**src/rtl/hdd_sector_host.sv**
```systemverilog
// hdd_sector_host: moves one 512-byte sector between the HDD controller's sector RAM and a block backend
module hdd_sector_host #(
  parameter logic [31:0] LBA_BASE = 32'd0,
  parameter logic [23:0] TIMEOUT = 24'hFFFFFF
) (
  input  logic        clk_sys,
  input  logic        reset_n,
  input  logic        hdd_read,
  input  logic        hdd_write,
  input  logic [15:0] hdd_sector,
  input  logic        hdd_protect,
  output logic [8:0]  ram_addr,
  output logic [7:0]  ram_di,
  output logic        ram_we,
  input  logic [7:0]  ram_do,
  output logic [31:0] blk_lba,
  output logic        blk_rd,
  output logic        blk_wr,
  input  logic        blk_ack,
  input  logic [7:0]  blk_rd_data,
  input  logic        blk_rd_valid,
  output logic [7:0]  blk_wr_data,
  output logic        blk_wr_valid,
  input  logic        blk_wr_ready,
  output logic        busy,
  output logic        done,
  output logic        err
);
  typedef enum logic [2:0] {IDLE, RD_REQ, RD_DATA, WR_REQ, WR_FETCH, WR_DATA, DONE, ERR} state_t;
  state_t state, state_nx;
  logic read_q, write_q, pend_rd, pend_wr;
  logic [9:0] cnt;
  logic [23:0] timer;
  logic last, timed_out, refused;
  assign last = cnt == 10'd511;
  assign timed_out = timer == TIMEOUT - 24'd1;
  // the protect check happens only on the first WR_REQ cycle, before blk_wr is ever shown
  assign refused = state == WR_REQ && timer == '0 && hdd_protect;
  always_ff @(posedge clk_sys) state <= !reset_n ? IDLE : state_nx;
  always_comb begin
    state_nx = state;
    case (state)
      IDLE:     state_nx = pend_wr ? WR_REQ : pend_rd ? RD_REQ : IDLE;
      RD_REQ:   state_nx = blk_ack ? RD_DATA : timed_out ? ERR : RD_REQ;
      RD_DATA:  state_nx = blk_rd_valid && last ? DONE : RD_DATA;
      WR_REQ:   state_nx = refused ? ERR : blk_ack ? WR_FETCH : timed_out ? ERR : WR_REQ;
      WR_FETCH: state_nx = WR_DATA;
      WR_DATA:  state_nx = !blk_wr_ready ? WR_DATA : last ? DONE : WR_FETCH;
      default:  state_nx = IDLE;
    endcase
  end
  always_comb begin
    busy = state != IDLE;
    blk_rd = state == RD_REQ || state == RD_DATA;
    blk_wr = (state == WR_REQ && !refused) || state == WR_FETCH || state == WR_DATA;
    blk_wr_valid = state == WR_DATA;
    done = state == DONE;
    err = state == ERR;
  end
  always_ff @(posedge clk_sys) begin
    if (!reset_n) begin
      read_q <= hdd_read;
      write_q <= hdd_write;
      pend_rd <= 1'b0;
      pend_wr <= 1'b0;
      cnt <= '0;
      timer <= '0;
      blk_lba <= '0;
      ram_addr <= '0;
      ram_di <= '0;
      ram_we <= 1'b0;
      blk_wr_data <= '0;
    end else begin
      read_q <= hdd_read;
      write_q <= hdd_write;
      pend_rd <= (hdd_read && !read_q) || (pend_rd && !(state == IDLE && !pend_wr));
      pend_wr <= (hdd_write && !write_q) || (pend_wr && state != IDLE);
      timer <= (state == RD_REQ || state == WR_REQ) ? timer + 24'd1 : '0;
      ram_we <= state == RD_DATA && blk_rd_valid;
      if (state == IDLE && (pend_rd || pend_wr))
        blk_lba <= LBA_BASE + {16'd0, hdd_sector};
      if (state == IDLE)
        cnt <= '0;
      else if ((state == RD_DATA && blk_rd_valid) || (state == WR_DATA && blk_wr_ready))
        cnt <= cnt + 10'd1;
      if (state == RD_DATA && blk_rd_valid) begin
        ram_addr <= cnt[8:0];
        ram_di <= blk_rd_data;
      end
      // addresses are issued one cycle ahead so a registered-output RAM keeps up with WR_FETCH
      if (state == IDLE && pend_wr)
        ram_addr <= '0;
      if (state == WR_FETCH) begin
        blk_wr_data <= ram_do;
        if (!last)
          ram_addr <= cnt[8:0] + 9'd1;
      end
    end
  end
endmodule

```
**config.mk**
```make
export PLATFORM = sky130hd
export DESIGN_NAME = hdd_sector_host
export DESIGN_NICKNAME = d
export VERILOG_FILES = /design/src/rtl/hdd_sector_host.sv
export SDC_FILE = /design/constraint.sdc
export NUM_CORES = 1
export LEC_CHECK = 0
export BUFFER_PORTS_ARGS = -buffer_cell sky130_fd_sc_hd__buf_2
export CAP_MARGIN = 25
export CORE_MARGIN = 5
export CORE_UTILIZATION = 53
export DETAILED_ROUTE_END_ITERATION = 16
export PLACE_DENSITY = 0.8
export SETUP_SLACK_MARGIN = 0.02
export SLEW_MARGIN = 20
export SYNTH_ARGS = -nofsm -noshare
export SYNTH_HDL_FRONTEND = slang
export SYNTH_SLANG_ARGS = --single-unit
```
**constraint.sdc**
```tcl
create_clock -name clk_sys -period 2.3 [get_ports clk_sys]
set_input_delay 0.115 -clock clk_sys [delete_from_list [all_inputs] [get_ports clk_sys]]
set_output_delay 0.115 -clock clk_sys [all_outputs]
set_load 0.05 [all_outputs]
```
# Word-level counts from Yosys, hierarchy flattened

Cells that the tools add are included.

Register bits: 83
Latch bits: 0
Memory bits (writable): 0
Memory bits (read-only): 0
Bits of input ports: 40
Output and inout port bits: 64
Logic and storage cells: 71
Memories kept: 0

$add $sub $neg: 3
Multiply operators: 0
Div/mod/pow operators: 0
Magnitude comparators: 0
Equal/unequal tests: 9
Shifts and indexed selects: 0
Mux-type cells: 15
Bitwise gates (word level): 1
Reductions and logical operators: 31

Operator list:

| kind                                                                   | count |
|---|---|
| 9-bit 2-to-1 mux                                                       | 4 |
| 24-bit by 1-bit adder with 24-bit output, second input constant        | 1 |
| 24-bit equality test, second input constant                            | 1 |
| 24-bit logical NOT                                                     | 1 |
| 3-bit 2-to-1 mux                                                       | 6 |
| 3-bit one-hot mux with 6 select lines                                  | 1 |
| 1-bit logical AND                                                      | 13 |
| 3-bit equality test, second input constant                             | 4 |
| 10-bit by 1-bit adder with 10-bit output, second input constant        | 1 |
| 10-bit by 9-bit equality test with 1-bit output, second input constant | 1 |
| 9-bit by 1-bit adder with 9-bit output, second input constant          | 1 |
| 1-bit logical OR                                                       | 8 |
| 3-bit by 2-bit equality test with 1-bit output, second input constant  | 2 |
| 2-bit 2-to-1 mux                                                       | 3 |
| 1-bit logical NOT                                                      | 5 |
| 3-bit by 1-bit equality test with 1-bit output, second input constant  | 1 |
| 3-bit logical NOT                                                      | 1 |
| 3-bit nonzero test                                                     | 1 |
| 2-bit AND reduction                                                    | 1 |
| 2-bit OR reduction                                                     | 1 |
| 1-bit 2-to-1 mux                                                       | 1 |
| 1-bit NOT                                                              | 1 |

# Depth between registers and ports, before layout

Depth in word-level cells: 7
Gate-level depth with buffers: 7
Mapped depth without buffers: 6

# Worst setup path before layout

OpenSTA, ideal clock, no wires.

Kind: register to output
From: register state[2]
To: output blk_wr_valid
Arrival time: 1.907 ns
Required time: 2.185 ns
Setup slack: 0.278 ns
Cell stages (with the launch flop): 4
Buffers on the path: 1
Cells stage by stage: dfxtp_1 clkbuf_1 inv_1 nor3b_1

Word-level cells in the longest chain between the ends: 1

Ends and longest elaborated chain:

| element                | line | source |
|---|---|---|
| start, declared        | 30   | `state_t state, state_nx;` |
| start signal, assigned | 39   | `always_ff @(posedge clk_sys) state <= !reset_n ? IDLE : state_nx;` |
| 3-bit equality test    | 56   | `blk_wr_valid = state == WR_DATA;` |
| end, declared          | 23   | `output logic blk_wr_valid,` |

Every way passes these cells.

# Worst setup path after layout

From: register timer[0]
To: output blk_wr

Word-level cells in the longest chain between the ends: 7

Ends and longest elaborated chain:

| element                        | line | source |
|---|---|---|
| start, declared                | 33   | `logic [23:0] timer;` |
| start signal, assigned         | 78   | `timer <= (state == RD_REQ \|\| state == WR_REQ) ? timer + 24'd1 : '0;` |
| 24-bit logical NOT             | 38   | `assign refused = state == WR_REQ && timer == '0 && hdd_protect;` |
| 1-bit logical AND (2 in a row) | 38   |  |
| 1-bit logical NOT              | 55   | `blk_wr = (state == WR_REQ && !refused) \|\| state == WR_FETCH \|\| state == WR_DATA;` |
| 1-bit logical AND              | 55   |  |
| 1-bit logical OR (2 in a row)  | 55   |  |
| end, declared                  | 18   | `output logic blk_wr,` |

Every way passes these cells.

==> impl_metrics.yaml <==
worst_hold_path:
  whs_path_depth: 3
  holdCritPathClass: "input pin to flop"
  min_from: "ram_do[5]"
floorplan:
  std_cell_rows: 31
  core_um2: 7210
  die_h_um: 95.9
  initial_core_util_pct: 54.2
  ios: 104
  dieWidth_um: 95.9
  die_area_um2: 9200
cts:
  post_cts_buffers: 0
  cts_sinks: 83
  clockBufferDepth: 2
  h-tree-depth: 3
  clk_latency_ps: 340
  path_clk_slew_ps: 80
  clock-root-buffer: "clkbuf_8"
  cts-buffers-inserted: 9
  tritoncts: "built"
worst_setup_path:
  worstPathCellList: "inv_1, ha_1, nor4bb_1, and4_1, and2_1, o22ai_1, buf_4"
  rr_endpoint: "timer[20]$_SDFF_PN0_"
  setup.worst_path.start: "timer[0]$_SDFF_PN0_"
  path_max_fanout: 6
  start_kind: "flop"
  arrival_ps: 2030
  slowest_stage: "dfxtp_1"
  critPathCapture: "blk_wr"
  worst-setup-path-type: "flop to primary output"
  end_kind: "primary output"
  cp_slowest_stage_delay_ps: 420
  cp.required_ps: 2180
  r2r_cells: 5
  r2r_start: "timer[1]$_SDFF_PN0_"
  r2r_slack_ps: 200
logic_synthesis:
  synth_cells: 477
  synthArstFlopShare_pct: 0
  synth_ff_type: "dfxtp_1"
  synth.avg_cell_area_um2: 8.20
  synth_area_um2: 3910
  yosysWarningCount: 0
  ys_ff_latch: 83
  synth_seq_area_share_pct: 42.5
  synth-edff-count: 0
  ys_types: 54
timing:
  drv_slew: 0
  tns_ps: 0
  hold_violations: 0
  post-route-period-util_pct: 93.4
  worst_pin_slew_ps: 784
  period_minus_slack_ps: 2150
  slew_headroom_pct: 47.4
  setup_ws_ps: 151
  rsz0062_at_grt: "false"
  fmax_mhz: 465
  finalSetupViolCount: 0
  skew_ps: 6.98
routing:
  dr.pass1.iters: 5
  vias: 3728
  drt-total-wl_mm: 9.79
  ant_nets: 0
  via_per_inst: 5.50
  drtIter0Drc: 201
  routedWlPerCell_um: 14.4
  drc: 0
outcome:
  status: "finished clean"
pwr:
  ir_drop_mv: 0.616
  leakagePower_nw: 1.88
  finalPower_mw: 3.17
  power_density_nw_per_um2: 659
final_layout:
  final_cell_mix: "buf_2 (86), nand2_1 (84), dfxtp_1 (81), a21oi_1 (55), nor2_1 (30)"
  area_growth_pct: 22.8
  layout_commonest_cell: "buf_2"
  drive_gt1_share_pct: 21.9
  n_antenna_cell: 0
  final_nets: 620
global_routing:
  grt.total_usage_pct: 21.9
  grt_pass1_wl_mm: 15.9
  grt-ovfl-total: 0
  grt_pass1_vias: 3557
  grt_max_degree: 24
  antenna_found_initial: 0
placed_design:
  gp_congestion: 0.883
  dp_slack_ps: 221
  portBuffers: 87
  dp_hpwl_mm: 6.91
job:
  max_cap_violations: 0
[cells in the mapped netlist, drive strengths merged, types with 4 or more instances]
cell type	count	area share [%]
nand2	84	8.1
dfxtp	83	42
a21oi	55	7.0
nor2	30	2.9
buf	26	4.4
clkbuf	19	1.8
xnor2	16	3.6
nand3	15	2.2
o21ai	15	1.9
nand4	13	2.6
nor3	10	1.3
inv	8	0.77
nor4	8	1.3
a211oi	7	1.3
and4	7	1.6
o31ai	7	1.5
or4	7	1.4
xor2	7	1.6
and3	6	0.96
or3	5	0.80
ha	4	1.3
nor3b	4	0.77
[per-layer routing]
metal	track usage [%]	vias up	wire length (um)
li1	-	1846	-
met1	24.6	1742	3900
met5	0	-	0
met4	6.87	0	202
met2	39.8	120	5170
met3	6.10	20	522
[per-stage QoR]
step | std cells | hold slack [ps] | util, % | cell area (um^2)
floorplan | 492 | 143 | - | 3970
global placement | 643 | 230 | 60.5 | 4360
detailed placement | 644 | 232 | 60.6 | 4370
CTS | 677 | 0.150 | 66.4 | 4790
global route | 678 | 4.44 | 66.6 | 4800
finish | 678 | 14.1 | 66.6 | 4800
[registers in the layout, indices dropped and copies added (netlist names)]
signal and count:
ram_di 8, blk_lba 16, write_q 1, pend_rd 1, state 3, timer 24
blk_wr_data 8, ram_addr 9, ram_we 1, pend_wr 1, read_q 1, cnt 10
[cells by family after synthesis]
logic type                 count (synthesis)  share of synthesized area, %
and+or+nand+nor                          206                          27.2
AOI/OAI and AO/OA                        104                          15.9
DFF                                       83                          42.5
buffers and inverters                     53                          7.04
xor gates and xnor gates                  23                          5.15
adders and majority gates                  4                          1.28
muxes                                      3                         0.831
other                                      1                        0.0958
[worst max-delay path: cells and delay by family (launching register included)]
family / cells / cell delay [ps]
adder cells (fa/ha/maj): 1 / 190
buffers and inverters: 2 / 350
flip-flops: 1 / 420
AND/OR/NAND/NOR: 3 / 520
AO/OA/AOI/OAI: 1 / 220
[cell type report]
cell class / instances / area, um^2
Fill cell: 611 / 2410
Multi-Input combinational cell: 356 / 2040
Sequential cell: 83 / 1660
Timing Repair Buffer: 118 / 721
Clock buffer: 9 / 124
Tap cell: 99 / 124
Clock inverter: 5 / 104
Inverter: 8 / 30.0
[how the worst min path moves through the flow]
stage	to	slack (ps)
after floorplan	read_q$_DFF_P_	140
after global placement	write_q$_DFF_P_	230
after detailed placement	write_q$_DFF_P_	230
after CTS	blk_lba[5]$_SDFFE_PN0P_	0.2
after global routing	ram_di[2]$_SDFFE_PN0P_	4
final	blk_wr_data[5]$_SDFFE_PN0P_	10
[repair_timing]
action,CTS,global route
setup endpoints to repair,0,1
hold endpoints to repair,19,1
gates resized for setup,0,4
hold buffers,19,1
[report_power, final]
part	internal [mW]	switching [mW]
registers	1.47	0.0346
logic	0.133	0.332
clock network	0.709	0.483
No activity file was read; power rests on OpenSTA's default activity.
